--- src/rtl/mips_debug_unit_if.sv ---
// Debug-unit bus: UART byte streams plus the core's instruction-write and debug-read ports.
// The master side is the debug unit; the slave side is the UART/core environment.
interface mips_debug_unit_if #(
    parameter int N_BITS = 32
);
    logic [7:0]        rx_data;
    logic              rx_valid;
    logic [7:0]        tx_data;
    logic              tx_start;
    logic              tx_done;
    logic [N_BITS-1:0] out_addr_mem_inst;
    logic [N_BITS-1:0] out_ins_to_mem;
    logic              out_wea_ram_inst;
    logic              out_core_enable;
    logic [N_BITS-1:0] out_addr_debug;
    logic              out_debug_sel_mem;
    logic [N_BITS-1:0] in_debug_data;
    logic [N_BITS-1:0] in_pc;
    logic              in_halt;

    modport master (
        input  rx_data, rx_valid, tx_done, in_debug_data, in_pc, in_halt,
        output tx_data, tx_start, out_addr_mem_inst, out_ins_to_mem,
               out_wea_ram_inst, out_core_enable, out_addr_debug, out_debug_sel_mem
    );

    modport slave (
        output rx_data, rx_valid, tx_done, in_debug_data, in_pc, in_halt,
        input  tx_data, tx_start, out_addr_mem_inst, out_ins_to_mem,
               out_wea_ram_inst, out_core_enable, out_addr_debug, out_debug_sel_mem
    );
endinterface

--- src/rtl/mips_debug_unit.sv ---
// Host-side debug controller: loads instruction memory from UART bytes, runs or steps the
// core, then streams PC, register file and data memory back out byte by byte.
module mips_debug_unit #(
    parameter int N_BITS      = 32,
    parameter int N_INSTR_MAX = 64,
    parameter int N_REGS      = 32,
    parameter int N_MEM       = 16
) (
    input  logic               clk,
    input  logic               reset,
    mips_debug_unit_if.master  bus
);
    localparam int M  = 1 + N_REGS + N_MEM;
    localparam int WW = $clog2(M);
    localparam logic [WW-1:0] LAST_W = WW'(M - 1);
    localparam logic [WW-1:0] REGS_W = WW'(N_REGS);

    typedef enum logic [3:0] {
        IDLE, LOAD_COUNT, LOAD_BYTES, LOAD_WRITE, RUN, STEP,
        DUMP_SEL, DUMP_LAT, DUMP_SEND, DUMP_WAIT
    } state_t;

    state_t            state_q, state_d;
    logic [7:0]        count_q, count_d;
    logic [7:0]        k_q, k_d;
    logic [1:0]        byte_q, byte_d;
    logic [N_BITS-1:0] word_q, word_d;
    logic [WW-1:0]     widx_q, widx_d;
    logic [WW-1:0]     reg_idx, mem_idx;

    // word_q doubles as the load assembly register and the dump transmit shifter
    always_ff @(posedge clk or negedge reset) begin
        if (!reset) begin
            state_q <= IDLE;
            count_q <= '0;
            k_q     <= '0;
            byte_q  <= '0;
            word_q  <= '0;
            widx_q  <= '0;
        end else begin
            state_q <= state_d;
            count_q <= count_d;
            k_q     <= k_d;
            byte_q  <= byte_d;
            word_q  <= word_d;
            widx_q  <= widx_d;
        end
    end

    always_comb begin
        state_d = state_q;
        count_d = count_q;
        k_d     = k_q;
        byte_d  = byte_q;
        word_d  = word_q;
        widx_d  = widx_q;
        case (state_q)
            IDLE: begin
                if (bus.rx_valid) begin
                    case (bus.rx_data)
                        8'h01:   state_d = LOAD_COUNT;
                        8'h02:   state_d = RUN;
                        8'h03:   state_d = STEP;
                        default: state_d = IDLE;
                    endcase
                end
            end
            LOAD_COUNT: begin
                if (bus.rx_valid) begin
                    if (bus.rx_data == 8'h00) begin
                        state_d = IDLE;
                    end else begin
                        count_d = bus.rx_data;
                        k_d     = '0;
                        byte_d  = '0;
                        state_d = LOAD_BYTES;
                    end
                end
            end
            LOAD_BYTES: begin
                if (bus.rx_valid) begin
                    word_d = {word_q[N_BITS-9:0], bus.rx_data};
                    byte_d = byte_q + 2'd1;
                    if (byte_q == 2'd3) state_d = LOAD_WRITE;
                end
            end
            LOAD_WRITE: begin
                k_d     = k_q + 8'd1;
                state_d = (k_q + 8'd1 == count_q) ? IDLE : LOAD_BYTES;
            end
            RUN: begin
                if (bus.in_halt) begin
                    widx_d  = '0;
                    byte_d  = '0;
                    state_d = DUMP_SEL;
                end
            end
            STEP: begin
                widx_d  = '0;
                byte_d  = '0;
                state_d = DUMP_SEL;
            end
            DUMP_SEL: begin
                // Word 0 is the PC, taken directly without a debug-port read
                if (widx_q == '0) begin
                    word_d  = bus.in_pc;
                    state_d = DUMP_SEND;
                end else begin
                    state_d = DUMP_LAT;
                end
            end
            DUMP_LAT: begin
                word_d  = bus.in_debug_data;
                state_d = DUMP_SEND;
            end
            DUMP_SEND: state_d = DUMP_WAIT;
            DUMP_WAIT: begin
                if (bus.tx_done) begin
                    byte_d = byte_q + 2'd1;
                    if (byte_q != 2'd3) begin
                        word_d  = word_q << 8;
                        state_d = DUMP_SEND;
                    end else if (widx_q == LAST_W) begin
                        widx_d  = '0;
                        state_d = IDLE;
                    end else begin
                        widx_d  = widx_q + WW'(1);
                        state_d = DUMP_SEL;
                    end
                end
            end
            default: state_d = IDLE;
        endcase
    end

    assign reg_idx = widx_q - WW'(1);
    assign mem_idx = widx_q - WW'(N_REGS + 1);

    always_comb begin
        bus.tx_data           = '0;
        bus.tx_start          = 1'b0;
        bus.out_addr_mem_inst = '0;
        bus.out_ins_to_mem    = '0;
        bus.out_wea_ram_inst  = 1'b0;
        bus.out_core_enable   = 1'b0;
        bus.out_addr_debug    = '0;
        bus.out_debug_sel_mem = 1'b0;
        case (state_q)
            LOAD_WRITE: begin
                bus.out_wea_ram_inst  = (int'(k_q) < N_INSTR_MAX);
                bus.out_addr_mem_inst = N_BITS'({k_q, 2'b00});
                bus.out_ins_to_mem    = word_q;
            end
            RUN, STEP: bus.out_core_enable = !bus.in_halt;
            DUMP_SEL, DUMP_LAT, DUMP_SEND, DUMP_WAIT: begin
                if (widx_q == '0) begin
                    bus.out_addr_debug = '0;
                end else if (widx_q <= REGS_W) begin
                    bus.out_addr_debug = N_BITS'(reg_idx);
                end else begin
                    bus.out_addr_debug    = N_BITS'(mem_idx);
                    bus.out_debug_sel_mem = 1'b1;
                end
                if (state_q == DUMP_SEND) begin
                    bus.tx_start = 1'b1;
                    bus.tx_data  = word_q[N_BITS-1 -: 8];
                end
            end
            default: ;
        endcase
    end
endmodule

--- src/flat_wrapper.sv ---
// flat-port wrapper written by rule: the top's interface ports become plain ports
module mips_debug_unit_flat 
#(
    parameter int N_BITS      = 32,
    parameter int N_INSTR_MAX = 64,
    parameter int N_REGS      = 32,
    parameter int N_MEM       = 16
)
  (clk, reset, bus_rx_data, bus_rx_valid, bus_tx_done, bus_in_debug_data, bus_in_pc, bus_in_halt, bus_tx_data, bus_tx_start, bus_out_addr_mem_inst, bus_out_ins_to_mem, bus_out_wea_ram_inst, bus_out_core_enable, bus_out_addr_debug, bus_out_debug_sel_mem);
  mips_debug_unit_if #(.N_BITS(N_BITS)) bus_i ();
  input  logic clk;
  input  logic reset;
  input wire logic [$bits(bus_i.rx_data)-1:0] bus_rx_data;
  input wire logic [$bits(bus_i.rx_valid)-1:0] bus_rx_valid;
  input wire logic [$bits(bus_i.tx_done)-1:0] bus_tx_done;
  input wire logic [$bits(bus_i.in_debug_data)-1:0] bus_in_debug_data;
  input wire logic [$bits(bus_i.in_pc)-1:0] bus_in_pc;
  input wire logic [$bits(bus_i.in_halt)-1:0] bus_in_halt;
  output wire logic [$bits(bus_i.tx_data)-1:0] bus_tx_data;
  output wire logic [$bits(bus_i.tx_start)-1:0] bus_tx_start;
  output wire logic [$bits(bus_i.out_addr_mem_inst)-1:0] bus_out_addr_mem_inst;
  output wire logic [$bits(bus_i.out_ins_to_mem)-1:0] bus_out_ins_to_mem;
  output wire logic [$bits(bus_i.out_wea_ram_inst)-1:0] bus_out_wea_ram_inst;
  output wire logic [$bits(bus_i.out_core_enable)-1:0] bus_out_core_enable;
  output wire logic [$bits(bus_i.out_addr_debug)-1:0] bus_out_addr_debug;
  output wire logic [$bits(bus_i.out_debug_sel_mem)-1:0] bus_out_debug_sel_mem;
  assign bus_i.rx_data = bus_rx_data;
  assign bus_i.rx_valid = bus_rx_valid;
  assign bus_i.tx_done = bus_tx_done;
  assign bus_i.in_debug_data = bus_in_debug_data;
  assign bus_i.in_pc = bus_in_pc;
  assign bus_i.in_halt = bus_in_halt;
  assign bus_tx_data = bus_i.tx_data;
  assign bus_tx_start = bus_i.tx_start;
  assign bus_out_addr_mem_inst = bus_i.out_addr_mem_inst;
  assign bus_out_ins_to_mem = bus_i.out_ins_to_mem;
  assign bus_out_wea_ram_inst = bus_i.out_wea_ram_inst;
  assign bus_out_core_enable = bus_i.out_core_enable;
  assign bus_out_addr_debug = bus_i.out_addr_debug;
  assign bus_out_debug_sel_mem = bus_i.out_debug_sel_mem;
  mips_debug_unit #(.N_BITS(N_BITS), .N_INSTR_MAX(N_INSTR_MAX), .N_REGS(N_REGS), .N_MEM(N_MEM)) u_core (.clk(clk), .reset(reset), .bus(bus_i));
endmodule
--- config.mk ---
export PLATFORM = sky130hd
export DESIGN_NAME = mips_debug_unit_flat
export DESIGN_NICKNAME = d
export VERILOG_FILES = /design/src/rtl/mips_debug_unit_if.sv /design/src/rtl/mips_debug_unit.sv /design/src/flat_wrapper.sv
export SDC_FILE = /design/constraint.sdc
export NUM_CORES = 1
export LEC_CHECK = 0
export ABC_CLOCK_PERIOD_IN_PS = 3350
export BUFFER_PORTS_ARGS = -buffer_cell sky130_fd_sc_hd__buf_2
export CORE_ASPECT_RATIO = 1.2
export CORE_MARGIN = 2
export CORE_UTILIZATION = 50
export CTS_CLUSTER_DIAMETER = 200
export DETAILED_ROUTE_END_ITERATION = 7
export GPL_ROUTABILITY_DRIVEN = 0
export GPL_TIMING_DRIVEN = 0
export PLACE_DENSITY = 0.87
export SKIP_LAST_GASP = 1
export SLEW_MARGIN = 25
export SYNTH_ARGS = -nofsm -noshare
export SYNTH_HDL_FRONTEND = slang
export SYNTH_SLANG_ARGS = --single-unit
--- constraint.sdc ---
create_clock -name clk -period 3.35 [get_ports clk]
set_input_delay 0.1675 -clock clk [delete_from_list [all_inputs] [get_ports clk]]
set_output_delay 0.1675 -clock clk [all_outputs]
set_load 0.005 [all_outputs]
==> key figures <==
Routing
  • WL/cell: 16.0 um
  • DRT Pass-1 Iters: 5
  • Final wirelength: 13200 um
  • Via count: 4431
  • DRT iter0 DRCs: 309
  • Drt drc: 0
  • Vias per std cell: 5.36
  • Post-route ant nets: 0

Critical path
  • CP Data Arrival Time: 2.78 ns
  • Worst path bufs/invs: 3
  • Crit path top cell by count: clkbuf_1
  • Critical Path Source Type: flop
  • Crit path max-delay family: simple AND/OR/NAND/NOR gates
  • Critical-path cell list: clkbuf_1 -> nand2_1 -> nor3_1 -> clkbuf_1 -> and2_1 -> buf_2
  • Crit path max fanout: 10
  • CP peak stage delay: 0.88 ns
  • Slowest cell on crit path: nor3_1
  • Crit Path Class: flop to primary output
  • Worst setup EP type: primary output
  • Worst Path Required: 3.18 ns

Yosys
  • #FFs+latches synth: 60
  • Largest cells by area after synthesis: dfrtp_1 (32%), mux2_4 (9.6%), buf_4 (8.0%)
  • Synth area leader: dfrtp_1
  • Synthesized-area fraction occupied by and/or/nand/nor cells: 0.199
  • Synth Cell Area: 0.00469 mm^2
  • Post-synth EDFFs: 0
  • Multiplexer share of the synthesized area: 0.196
  • Yosys top cell area share: 0.320
  • Synth Area in Compound Gates: 0.135
  • Post-synthesis adder-cell area fraction: 0.0107
  • Synth Area in XOR/XNOR: 0.0205
  • Syn Area/Cell: 9.27 um^2
  • Yosys warning count: 0
  • Synth Instances: 506
  • Yosys cell types: 58
  • Asr flop ratio synth: 1.00
  • Top FF cell, synth: dfrtp_1
  • Main combinational cell family by area after synthesis: simple AND/OR/NAND/NOR gates
  • Post-synthesis sequential area ratio: 0.320

Timing
  • RSZ-0062 raised after global routing: false
  • Final slew viol count: 0
  • Clock Skew: 0.00746 ns
  • Setup TNS: 0 ns
  • Fmax: 0.339 GHz
  • Max_slew headroom: 0.244
  • Worst hold margin: 0.0577 ns
  • Setup ws final: 0.403 ns
  • Actual slew at the worst max-slew pin: 1.12 ns
  • Fin crit period: 2.95 ns
  • Fin crit share: 0.880
  • Hold Violations, Final: 0
  • # setup viols final: 0

Power and ir drop
  • Power Dens Cells: 625 mW/mm^2
  • Leak pwr: 3.02 nW
  • Overall Power: 3.74 mW
  • VDD IR max: 0.277 mV

Placement
  • Dpl hpwl: 10100 um
  • Dpl ws: 0.647 ns
  • Cells after DPL: 809
  • IO buf count: 134

Finish
  • P&R area growth vs syn: 27.5%
  • Diodes inserted: 0
  • Layout cells sized above 1: 0.368
  • Final net count: 782
  • Finished Layout Cells: 826

Floorplanning
  • Area of the die: 0.0102 mm^2
  • Die extent in x: 92.4 um
  • IO Count: 185
  • Placeable Area: 0.00908 mm^2
  • Row count: 38
  • Initial Utilization: 0.516
  • Die Ht: 110 um

Global routing
  • Overflow after GRT: 0
  • Largest net degree at the start of global routing: 61
  • Number of global-route vias before repair: 4078
  • GRT Resource Usage Total: 0.252
  • First-pass GRT wire length: 20000 um
  • Initial antenna violation count: 0

CTS
  • CTS Buf Count: 9
  • CTS max path bufs: 2
  • CTS root buf: clkbuf_8
  • Number of setup buffers added after CTS: 0
  • CTS clock-pin slew for the worst setup and hold paths: 0.07 ns
  • Worst-skew pair later-pin latency: 0.34 ns
  • Cts repair resizes: 0
  • Htree depth: 3
  • Sink Count: 60
  • TritonCTS clock tree: built
  • # hold bufs at CTS: 1

Worst hold path
  • Hold/Removal Path Class: input port to flop

Outcome
  • Outcome: completed

Flow run
  • Number of max-cap violations: 0
==> routing by layer <==
metal / up-vias / routed length, um / global-route usage
li1: 2070 / - / -
met1: 2085 / 4950 / 0.296
met2: 241 / 6640 / 0.438
met3: 35 / 1110 / 0.0510
met4: 0 / 502 / 0.132
met5: - / 0 / 0
==> power by group <==
part	total, mW	switching, mW	internal (mW)
sequential	1.29	0.279	1.02
clock	0.880	0.289	0.591
combinational	1.56	0.729	0.834
total	3.74	1.30	2.44
==> final cells by class <==
| type | instances | area, um^2 |
|---|---|---|
| Sequential cell | 60 | 1500 |
| Timing Repair Buffer | 135 | 683 |
| Multi-Input combinational cell | 408 | 2820 |
| Tap cell | 120 | 150 |
| Buffer | 81 | 534 |
| Clock inverter | 4 | 120 |
| Fill cell | 708 | 3110 |
| Clock buffer | 12 | 145 |
| Inverter | 6 | 22.5 |
==> stage by stage <==
stage / utilization / area [um^2]
final: 0.658 / 5980
after global routing: 0.658 / 5980
after CTS: 0.657 / 5970
after detailed placement: 0.627 / 5700
after global placement: 0.627 / 5690
after floorplan: - / 4870
==> state kept, by name, summed over array words and instances, names as in the netlist <==
register / flops
u_core.k_q: 8
u_core.count_q: 8
u_core.state_q: 4
u_core.word_q: 32
u_core.byte_q: 2
u_core.widx_q: 6
==> cell usage after synthesis (2+ instances only) <==
| cell | instances |
|---|---|
| buf_2 | 4 |
| nand2b_1 | 8 |
| nor2_1 | 20 |
| nand2_1 | 46 |
| ha_1 | 4 |
| and3_1 | 4 |
| o31ai_1 | 4 |
| nor4_1 | 2 |
| mux2i_1 | 32 |
| buf_4 | 50 |
| o2bb2ai_1 | 8 |
| o22ai_1 | 3 |
| xor2_1 | 3 |
| and2_1 | 49 |
| nor3_1 | 9 |
| or3_1 | 3 |
| o21ai_2 | 2 |
| nand3b_1 | 2 |
| nor2b_1 | 4 |
| inv_1 | 6 |
| nand3_1 | 9 |
| clkbuf_1 | 21 |
| o41ai_1 | 4 |
| o21ai_0 | 45 |
| buf_6 | 5 |
| or3b_2 | 2 |
| a31oi_1 | 2 |
| xnor2_1 | 8 |
| a211oi_1 | 4 |
| o211ai_1 | 4 |
| dfrtp_1 | 60 |
| mux2_4 | 30 |
| nor3b_1 | 4 |
| a21oi_1 | 9 |
| mux2_2 | 13 |
==> placed cells by master, fill, tap and decap left out, types with 4 or more instances in the layout <==
master,count
and2_1,49
o21ai_0,45
ha_1,4
buf_4,51
clkbuf_1,23
nor3_1,8
nand2_1,46
clkbuf_8,10
nor3b_1,4
mux2i_1,32
conb_1,50
nor2_1,20
xnor2_1,8
a21oi_1,9
bufinv_16,4
and3_1,4
o211ai_1,4
o2bb2ai_1,8
a211oi_1,4
inv_1,6
nand3_1,9
o41ai_1,4
o31ai_1,4
buf_6,5
nor2b_1,4
dfrtp_1,60
mux2_4,30
mux2_2,13
nand2b_1,8
buf_2,137
==> path summary, 6_finish.rpt <==
path	startpoint	endpoint	slack, ns	cells after the start
worst min register to register	u_core.byte_q[1]$_DFFE_PN0P_	u_core.byte_q[1]$_DFFE_PN0P_	0.53	1
worst max-delay path	u_core.state_q[1]$_DFFE_PN0P_	bus_out_ins_to_mem[25]	0.40	6
max in group asynchronous	reset	u_core.word_q[28]$_DFFE_PN0P_	2.40	2
worst min-delay path	bus_tx_done	u_core.state_q[3]$_DFFE_PN0P_	0.06	2
worst max register to register	u_core.widx_q[0]$_DFFE_PN0P_	u_core.word_q[22]$_DFFE_PN0P_	0.62	9
min in group asynchronous	reset	u_core.k_q[4]$_DFFE_PN0P_	0.44	2
==> cell families after synthesis <==
family / count (synthesis)
AND/OR/NAND/NOR: 172
adder cells (fa/ha/maj): 4
multiplexers: 75
buffers and inverters: 87
XOR/XNOR: 11
AO/OA/AOI/OAI: 96
flip-flops: 60
other: 1
==> worst register-to-register path: cells and delay by family (launching register included) <==
family | cells | cell delay (ns)
AO/OA/AOI/OAI | 3 | 0.60
flip-flops | 1 | 0.38
AND/OR/NAND/NOR | 1 | 0.54
adder cells (fa/ha/maj) | 1 | 0.23
multiplexers | 1 | 0.32
buffers and inverters | 3 | 0.55
(Power assumes the default switching activity.)
